**config.mk**
```make
export PLATFORM = sky130hd
export DESIGN_NAME = shared_mem_arbiter_flat
export DESIGN_NICKNAME = d
export VERILOG_FILES = /design/src/rtl/shared_mem_arbiter_if.sv /design/src/rtl/shared_mem_arbiter.sv /design/src/flat_wrapper.sv
export SDC_FILE = /design/constraint.sdc
export NUM_CORES = 1
export LEC_CHECK = 0
export ABC_CLOCK_PERIOD_IN_PS = 2200
export CAP_MARGIN = 10
export CORE_MARGIN = 2
export CORE_UTILIZATION = 25
export CTS_CLUSTER_DIAMETER = 40
export CTS_CLUSTER_SIZE = 24
export DETAILED_ROUTE_END_ITERATION = 12
export GPL_TIMING_DRIVEN = 0
export HOLD_SLACK_MARGIN = 0.05
export PLACE_DENSITY = 0.7
export SYNTH_ARGS = -nofsm -noshare
export SYNTH_HDL_FRONTEND = slang
export SYNTH_SLANG_ARGS = --single-unit
```
**constraint.sdc**
```tcl
create_clock -name clk -period 2.2 [get_ports clk]
set_clock_uncertainty 0.15 [all_clocks]
set_input_delay 0.44 -clock clk [delete_from_list [all_inputs] [get_ports clk]]
set_output_delay 0.44 -clock clk [all_outputs]
set_load 0.01 [all_outputs]
```
**src/rtl/shared_mem_arbiter_if.sv**
```systemverilog
// rtl/shared_mem_arbiter_if.sv - requester and memory port bundle for shared_mem_arbiter
interface shared_mem_arbiter_if #(
  parameter int NUM_REQ = 2,
  parameter int ADDR_W  = 8,
  parameter int DATA_W  = 8
);
  logic [NUM_REQ-1:0]        req;
  logic [NUM_REQ-1:0]        we;
  logic [NUM_REQ-1:0]        lock;
  logic [NUM_REQ*ADDR_W-1:0] addr;
  logic [NUM_REQ*DATA_W-1:0] wdata;
  logic [NUM_REQ-1:0]        gnt;
  logic [NUM_REQ-1:0]        rvalid;
  logic [DATA_W-1:0]         rdata;
  logic                      mem_en;
  logic                      mem_we;
  logic [ADDR_W-1:0]         mem_addr;
  logic [DATA_W-1:0]         mem_wdata;
  logic [DATA_W-1:0]         mem_rdata;

  // master is the environment: requesters plus the memory array
  modport master (
    output req, we, lock, addr, wdata, mem_rdata,
    input  gnt, rvalid, rdata, mem_en, mem_we, mem_addr, mem_wdata
  );

  modport slave (
    input  req, we, lock, addr, wdata, mem_rdata,
    output gnt, rvalid, rdata, mem_en, mem_we, mem_addr, mem_wdata
  );
endinterface

```
**src/rtl/shared_mem_arbiter.sv**
```systemverilog
// rtl/shared_mem_arbiter.sv - round-robin arbiter with bounded lock for one shared memory port
module shared_mem_arbiter #(
  parameter int NUM_REQ  = 2,
  parameter int ADDR_W   = 8,
  parameter int DATA_W   = 8,
  parameter int MAX_LOCK = 4
) (
  input logic                 clk,
  input logic                 reset,
  shared_mem_arbiter_if.slave bus
);
  localparam int PW = $clog2(NUM_REQ);
  localparam int CW = $clog2(MAX_LOCK + 1);

  localparam logic [0:0] IDLE   = 1'b0;
  localparam logic [0:0] LOCKED = 1'b1;

  logic [0:0]         state;
  logic [PW-1:0]      ptr;
  logic [PW-1:0]      owner;
  logic [CW-1:0]      cnt;
  logic [NUM_REQ-1:0] rvalid_q;
  logic [DATA_W-1:0]  rdata_q;

  logic               rr_found;
  logic [PW-1:0]      rr_idx;
  logic [PW-1:0]      rr_next;
  logic               owner_act;
  logic               win_valid;
  logic [PW-1:0]      win_idx;
  logic [NUM_REQ-1:0] gnt;
  logic [CW-1:0]      cnt_next;

  always_comb begin
    rr_found = 1'b0;
    rr_idx   = '0;
    for (int k = 0; k < NUM_REQ; k++) begin
      if (!rr_found && bus.req[(int'(ptr) + k) % NUM_REQ]) begin
        rr_found = 1'b1;
        rr_idx   = PW'((int'(ptr) + k) % NUM_REQ);
      end
    end
  end

  assign rr_next   = (rr_idx == PW'(NUM_REQ - 1)) ? '0 : rr_idx + PW'(1);
  assign owner_act = (state == LOCKED) && bus.req[owner];
  assign win_idx   = owner_act ? owner : rr_idx;
  // reset gates the grant combinationally so nothing reaches the array while held
  assign win_valid = reset && (owner_act || rr_found);
  assign cnt_next  = cnt + CW'(1);

  always_comb begin
    gnt = '0;
    if (win_valid) gnt[win_idx] = 1'b1;
  end

  assign bus.gnt       = gnt;
  assign bus.mem_en    = win_valid;
  assign bus.mem_we    = win_valid && bus.we[win_idx];
  assign bus.mem_addr  = win_valid ? bus.addr[int'(win_idx)*ADDR_W +: ADDR_W] : '0;
  assign bus.mem_wdata = win_valid ? bus.wdata[int'(win_idx)*DATA_W +: DATA_W] : '0;
  assign bus.rvalid    = rvalid_q;
  assign bus.rdata     = rdata_q;

  always_ff @(posedge clk) begin
    if (!reset) begin
      state    <= IDLE;
      ptr      <= '0;
      owner    <= '0;
      cnt      <= '0;
      rvalid_q <= '0;
      rdata_q  <= '0;
    end else begin
      rvalid_q <= '0;
      if (win_valid && !bus.we[win_idx]) begin
        rdata_q  <= bus.mem_rdata;
        rvalid_q <= gnt;
      end

      if (owner_act) begin
        // locked grants never move the round-robin pointer
        if (!bus.lock[owner] || cnt_next == CW'(MAX_LOCK)) begin
          state <= IDLE;
          cnt   <= '0;
        end else begin
          cnt <= cnt_next;
        end
      end else begin
        state <= IDLE;
        cnt   <= '0;
        if (rr_found) begin
          ptr <= rr_next;
          if (bus.lock[rr_idx] && MAX_LOCK > 1) begin
            state <= LOCKED;
            owner <= rr_idx;
            cnt   <= CW'(1);
          end
        end
      end
    end
  end
endmodule

```
**src/flat_wrapper.sv**
```systemverilog
// flat-port wrapper written by rule: the top's interface ports become plain ports
module shared_mem_arbiter_flat 
#(
  parameter int NUM_REQ  = 2,
  parameter int ADDR_W   = 8,
  parameter int DATA_W   = 8,
  parameter int MAX_LOCK = 4
)
  (clk, reset, bus_req, bus_we, bus_lock, bus_addr, bus_wdata, bus_mem_rdata, bus_gnt, bus_rvalid, bus_rdata, bus_mem_en, bus_mem_we, bus_mem_addr, bus_mem_wdata);
  shared_mem_arbiter_if #(.NUM_REQ(NUM_REQ), .ADDR_W(ADDR_W), .DATA_W(DATA_W)) bus_i ();
  input logic clk;
  input logic reset;
  input wire logic [$bits(bus_i.req)-1:0] bus_req;
  input wire logic [$bits(bus_i.we)-1:0] bus_we;
  input wire logic [$bits(bus_i.lock)-1:0] bus_lock;
  input wire logic [$bits(bus_i.addr)-1:0] bus_addr;
  input wire logic [$bits(bus_i.wdata)-1:0] bus_wdata;
  input wire logic [$bits(bus_i.mem_rdata)-1:0] bus_mem_rdata;
  output wire logic [$bits(bus_i.gnt)-1:0] bus_gnt;
  output wire logic [$bits(bus_i.rvalid)-1:0] bus_rvalid;
  output wire logic [$bits(bus_i.rdata)-1:0] bus_rdata;
  output wire logic [$bits(bus_i.mem_en)-1:0] bus_mem_en;
  output wire logic [$bits(bus_i.mem_we)-1:0] bus_mem_we;
  output wire logic [$bits(bus_i.mem_addr)-1:0] bus_mem_addr;
  output wire logic [$bits(bus_i.mem_wdata)-1:0] bus_mem_wdata;
  assign bus_i.req = bus_req;
  assign bus_i.we = bus_we;
  assign bus_i.lock = bus_lock;
  assign bus_i.addr = bus_addr;
  assign bus_i.wdata = bus_wdata;
  assign bus_i.mem_rdata = bus_mem_rdata;
  assign bus_gnt = bus_i.gnt;
  assign bus_rvalid = bus_i.rvalid;
  assign bus_rdata = bus_i.rdata;
  assign bus_mem_en = bus_i.mem_en;
  assign bus_mem_we = bus_i.mem_we;
  assign bus_mem_addr = bus_i.mem_addr;
  assign bus_mem_wdata = bus_i.mem_wdata;
  shared_mem_arbiter #(.NUM_REQ(NUM_REQ), .ADDR_W(ADDR_W), .DATA_W(DATA_W), .MAX_LOCK(MAX_LOCK)) u_core (.clk(clk), .reset(reset), .bus(bus_i));
endmodule
```
==> summary.txt, run 1 <==
Worst setup path
  – Crit path depth: 7
  – Cells on worst reg2reg path: 5
  – Critical path class: register to primary output
  – Crit-path cells: mux2i_4 > a21boi_4 > buf_6 > buf_6 > mux2i_2 > nor2_1 > buf_2
  – CP arrival: 1.64 ns
  – Crit path capture type: primary output
  – Delay of the slowest critical-path stage: 0.36 ns
  – Crit path max fanout: 4
  – Top cell by count, worst path: buf_6
  – Crit path launch type: register
  – Buf/Inv on CP: 3
  – Worst EP required: 1.61 ns
  – CP max stage cell: dfxtp_4
  – Top delay family on crit path: multiplexers

Clocking
  – Clock Pin Slew Worst Setup and Hold Paths: 0.06 ns
  – CTS tree: yes
  – Hold-fix buffers, CTS: 0
  – Clk_lat worst skew: 0.24 ns
  – CTS buffer count: 3
  – Clk buf depth: 2
  – H-tree depth: 1
  – Clk Tree Root Cell: clkbuf_8
  – Clock Sinks: 16

Routing
  – Antenna-violating nets left: 0
  – Via count: 1094
  – Remaining DRCs: 0
  – DRT Pass-1 Iters: 3
  – DR vias/cell: 4.31
  – Final WL: 2.82 mm
  – WL/cell: 11.1 µm
  – Initial drt markers: 23

Hold path
  – Worst Hold Class: register to register
  – Hold Path Depth: 2

Power and ir drop
  – Maximum VDD drop: 180 µV
  – Pwr Density: 455 nW/µm²
  – P_leak: 0.850 nW

Synth
  – Post-synthesis register bit count: 16
  – Ys flop type: dfxtp_1
  – Cells after Synth: 118
  – Synth unique cells: 27
  – Post-synth EDFFs: 0
  – Post-synth ARST share: 0%
  – Syn_nets: 168
  – Mapped Area: 1010 µm²
  – Synthesized area per cell: 8.54 µm²
  – Sequential-to-total area share from yosys stat: 31.8%
  – Number of synthesis warnings: 0

Timing
  – Worst Tran Pin Value: 0.648 ns
  – Endpoints failing setup: 3
  – Setup total negative slack: -0.0373 ns
  – Max Slew Vio Count: 0
  – Fin crit period: 2.23 ns
  – Final hold vios: 0
  – Crit share post-route: 101%
  – RSZ-0062 raised after global routing: yes
  – Setup WS post-layout: -0.0325 ns
  – Max_slew headroom: 56.8%
  – Achievable frequency: 448 MHz
  – Hold_ws: 0.308 ns

Cells and area
  – Commonest non-fill, non-tap cells in the layout: clkdlybuf4s50_1 (55), mux2i_1 (28), nor2_1 (19)
  – Most common library cell in the layout ignoring fill and taps: clkdlybuf4s50_1
  – Layout net count: 256
  – Synthesis-to-layout area growth: 88.4%
  – Antenna cells: 0
  – Layout cells sized above 1: 22.1%

Floorplanning
  – Rows: 23
  – Die ar.: 4550 µm²
  – Initial Util: 25.5%
  – Height of the chip: 67.5 µm
  – Die width: 67.5 µm
  – Core area: 3940 µm²
  – Boundary Pins: 78

Global route
  – Number of global-route vias before repair: 1108
  – GRT Total Usage: 13.1%
  – Grt ovf: 0
  – Antenna violations before repair: 0
  – Global-route wire length before repair: 4.59 mm
  – Pin count of the biggest net entering global routing: 11

Run status
  – Status: finished, violations left
  – Failing checks: setup timing

Place
  – Gpl congestion: 0.662
  – # port buffers: 75
  – Detailed Place HPWL: 2.11 mm
  – Setup slack at placement: -0.921 ns

Job
  – Max-Cap Viols: 0
## cells in the mapped netlist (2+ instances only)
| library cell | n | area [µm²] |
|---|---|---|
| and3_1 | 2 | 12.5 |
| buf_2 | 2 | 10.0 |
| clkbuf_1 | 3 | 11.3 |
| dfxtp_1 | 16 | 320 |
| ha_1 | 2 | 25.0 |
| inv_1 | 11 | 41.3 |
| mux2i_1 | 29 | 290 |
| nand2_1 | 10 | 37.5 |
| nand2b_1 | 2 | 12.5 |
| nand3_1 | 3 | 15.0 |
| nor2_1 | 19 | 71.3 |
| nor2b_1 | 3 | 18.8 |
| o21a_1 | 2 | 15.0 |
## tightest hold or removal path, cell delays in order, from the launching register on
cell     delay [ns]
dfxtp_1        0.31
nand2_1        0.05
mux2i_1        0.05
## logic make-up after synthesis
| logic type | count (synthesis) | share of synthesized area [%] |
|---|---|---|
| AOI/OAI and AO/OA | 10 | 9.44 |
| xor gates and xnor gates | 1 | 0.870 |
| adders and majority gates | 2 | 2.48 |
| buffers and inverters | 18 | 7.45 |
| DFF | 16 | 31.8 |
| muxes | 30 | 30.2 |
| and+or+nand+nor | 41 | 17.8 |
## metrics by stage
step	total power, mW	util [%]	cell area, µm²	std cells
after floorplan	0.465	-	1010	118
after global placement	0.642	46.2	1820	243
after detailed placement	0.646	46.2	1820	243
after CTS	0.879	49.9	1970	253
after global routing	0.916	48.1	1900	254
final	0.864	48.1	1900	254
## flip-flops by register name, summed over array words and instances, names as in the netlist
signal	count
u_core.ptr	1
u_core.bus.rdata	8
u_core.state	1
u_core.bus.rvalid	2
u_core.owner	1
u_core.cnt	3
## power breakdown
part           internal, mW  leakage, nW  total [mW]  switching [mW]
Sequential            0.313        0.133       0.327          0.0146
Combinational         0.198        0.695       0.325           0.127
Clock                 0.121       0.0216       0.211          0.0903
Total                 0.632        0.850       0.864           0.232
## worst paths after layout
kind / start / endpoint / slack [ns]
setup / recovery: u_core.state$_SDFFE_PN0P_ / bus_mem_addr[1] / -0.03
hold / removal: u_core.bus.rdata[2]$_SDFFE_PN0P_ / u_core.bus.rdata[2]$_SDFFE_PN0P_ / 0.31
setup reg to reg: u_core.state$_SDFFE_PN0P_ / u_core.bus.rdata[7]$_SDFFE_PN0P_ / 0.32
hold reg to reg: u_core.bus.rdata[2]$_SDFFE_PN0P_ / u_core.bus.rdata[2]$_SDFFE_PN0P_ / 0.31
## layout make-up
class	count	area, µm²
repair buffers	84	744
flip-flops and latches	16	327
clock buffers	3	41.3
multi-input cells	84	639
plain buffers	6	42.5
well taps	50	62.6
fillers	410	2040
inverters	11	41.3
## what timing repair did
item / 4_1_cts / 5_1_grt
setup endpoints to repair: 20 / 19
pin swaps: 1 / 5
gates resized for setup: 60 / 35
cloned: 1 / 0
buffers inserted: 6 / 3
hold endpoints to repair: 0 / 0
## layer usage
| layer | GRT usage [%] | vias up | share of wire, % |
|---|---|---|---|
| li1 | - | 562 | - |
| met1 | 15.0 | 478 | 41 |
| met2 | 23.2 | 52 | 50 |
| met3 | 3.67 | 2 | 8.7 |
| met4 | 4.59 | 0 | 1.1 |
| met5 | 0 | - | 0 |
Power figures use the tool's default switching activity.
==> run 2: changes to the inputs <==
ABC_CLOCK_PERIOD_IN_PS = 2800   (was 2200)
CORE_ASPECT_RATIO = 0.75   (was unset)
clock period = 2.8 ns   (was 2.2 ns; I/O delays follow)
==> run 2 against run 1 <==
Via count shrank 4.6%; sequential power shrank 22%; sequential share of layout area shrank 0.33 points; highest routed layer unchanged; critical path depth shrank 1; routed wire length grew 1.9%; utilization grew 2.4 points; non-clock buffer count shrank 7; hold slack lost 0.0030 ns; the run now ends clean; combinational power shrank 23%; largest power group unchanged; cell area is the same.
==> summary.txt, run 2 (same netlist as run 1, synthesis figures left out) <==
Run status
  – Status: completed

Timing
  – Fin crit period: 2.70 ns
  – Hold_ws: 0.305 ns (-0.00299 ns)
  – Crit share post-route: 96.3%
  – Final hold vios: 0 (unchanged)
  – Max_slew headroom: 55.5% (-1.3 points)
  – Achievable frequency: 371 MHz
  – Max Slew Vio Count: 0 (unchanged)
  – Endpoints failing setup: 0 (-3)
  – Worst Tran Pin Value: 0.668 ns (+0.0201 ns)

Clocking
  – Hold-fix buffers, CTS: 0 (unchanged)
  – CTS tree: yes
  – Clk Tree Root Cell: clkbuf_8
  – Clk buf depth: 2 (unchanged)
  – Clock Sinks: 16 (unchanged)
  – H-tree depth: 1 (unchanged)
  – Clk_lat worst skew: 0.24 ns (about the same)
  – Clock Pin Slew Worst Setup and Hold Paths: 0.06 ns (about the same)
  – CTS buffer count: 3 (unchanged)

Hold path
  – Worst Hold Class: register to register
  – Hold Crit Start: u_core.bus.rdata[6]$_SDFFE_PN0P_

Power and ir drop
  – P_leak: 0.823 nW (-3.2%)
  – Maximum VDD drop: 250 µV (+39%)
  – Total power draw: 675 µW (-22%)
  – Pwr Density: 356 nW/µm² (-22%)

Routing
  – DR vias/cell: 4.19 (-2.7%)
  – Antenna-violating nets left: 0 (unchanged)
  – Initial drt markers: 44 (+91%)
  – WL/cell: 11.6 µm (+4.0%)
  – Final WL: 2.88 mm (+1.9%)
  – DRT Pass-1 Iters: 2 (-1)
  – Remaining DRCs: 0 (unchanged)
  – Via count: 1044 (-4.6%)

Place
  – Placed Instances: 245 (+0.82%)
  – Gpl congestion: 0.714 (+7.8%)
  – # port buffers: 75 (unchanged)
  – Detailed Place HPWL: 2.26 mm (+6.9%)

Floorplanning
  – Boundary Pins: 78 (unchanged)
  – Initial Util: 26.8% (+1.3 points)
  – Height of the chip: 59.0 µm (-13%)
  – Core area: 3760 µm² (-4.7%)
  – Rows: 19 (-17%)
  – Die ar.: 4560 µm² (+0.11%)
  – Die width: 77.3 µm (+15%)

Cells and area
  – Layout net count: 249 (-2.7%)
  – Final Core Density: 50.5% (+2.4 points)
  – Fillers: 373 (-9.0%)
  – Layout cells sized above 1: 7.61% (-14 points)
  – Synthesis-to-layout area growth: 88.4% (unchanged)
  – Antenna cells: 0 (unchanged)
  – Finished Layout Cells: 249 (-2.0%)
  – Number of flip-flops in the largest register: 8 (unchanged)
  – Commonest non-fill, non-tap cells in the layout: clkdlybuf4s50_1 (71), mux2i_1 (29), nor2_1 (19)
  – Most common library cell in the layout ignoring fill and taps: clkdlybuf4s50_1

Worst setup path
  – Crit. Startpoint: reset
  – Crit path capture type: primary output
  – CP max stage cell: clkdlybuf4s50_1
  – Delay of the slowest critical-path stage: 0.54 ns (+0.18 ns)
  – Crit path max fanout: 10 (+6)
  – CP arrival: 1.99 ns (+0.35 ns)
  – Reg2Reg Launch Point: u_core.state$_SDFFE_PN0P_
  – Crit-path cells: clkdlybuf4s15_2 > o21ai_1 > clkbuf_4 > buf_2 > nor2_1 > clkdlybuf4s50_1
  – Critical path class: input pin to primary output
  – Crit path launch type: input pin
  – Worst EP required: 2.09 ns (+0.48 ns)

Global route
  – Grt ovf: 0 (unchanged)
  – Number of global-route vias before repair: 943 (-15%)
  – GRT Total Usage: 11.9% (-1.3 points)
  – Antenna violations before repair: 0 (unchanged)
  – Pin count of the biggest net entering global routing: 11 (unchanged)
  – Global-route wire length before repair: 4.37 mm (-4.8%)

Job
  – Max-Cap Viols: 0 (unchanged)
-- run 2: worst paths after layout --
kind	to	slack [ns]	cells past startpoint
setup / recovery	bus_mem_addr[5]	0.10	6
hold / removal	u_core.bus.rdata[6]$_SDFFE_PN0P_	0.31	2
setup reg to reg	u_core.bus.rdata[4]$_SDFFE_PN0P_	0.88	5
hold reg to reg	u_core.bus.rdata[6]$_SDFFE_PN0P_	0.31	2
-- run 2: worst max-delay path, delay by kind of cell --
family / cells / cell delay [ns]
AOI/OAI and AO/OA: 1 / 0.11
buffers and inverters: 4 / 1.19
and+or+nand+nor: 1 / 0.12
-- run 2: what timing repair did --
item	4_1_cts	5_1_grt
gates resized for setup	6	11
pin swaps	0	0
setup endpoints to repair	19	17
setup buffers	1	0
-- run 2: routing by layer --
metal	vias to the layer above	part of all wire, %	wire length [µm]	global-route usage [%]
met5	-	0	0	0
met4	0	0.59	17	1.28
met3	2	8.3	240	5.79
met2	36	44	1270	17.9
met1	455	47	1350	15.9
li1	551	-	-	-
-- run 2: area by class of cell --
| cell class | count | area (µm²) | share of cell area, % |
|---|---|---|---|
| buffer | 7 | 47.5 | 2.50 |
| clock buffer | 3 | 41.3 | 2.18 |
| inverter | 11 | 41.3 | 2.18 |
| multi-input combinational | 84 | 616 | 32.4 |
| sequential | 16 | 320 | 16.9 |
| tap | 52 | 65.1 | 3.43 |
| timing repair buffer | 76 | 767 | 40.4 |
-- run 2: report_power, final --
part           internal [mW]  switching, mW
Clock                 0.0952         0.0734
Combinational          0.156         0.0942
Sequential             0.245         0.0111
-- run 2: per-stage QoR --
step	setup TNS, ns	setup WS, ns	area, µm²
finish	0	0.103	1900
global route	-0.00610	-0.00610	1900
CTS	0	0.00593	1880
detailed placement	-7.30	-0.569	1820
global placement	-7.99	-0.601	1820
floorplan	0	0.466	1010
==> run 3: changes to the inputs <==
GPL_ROUTABILITY_DRIVEN = 0   (was unset)
==> results of run 3 <==
Final layout, timing and power as in run 2 (identical DEF).
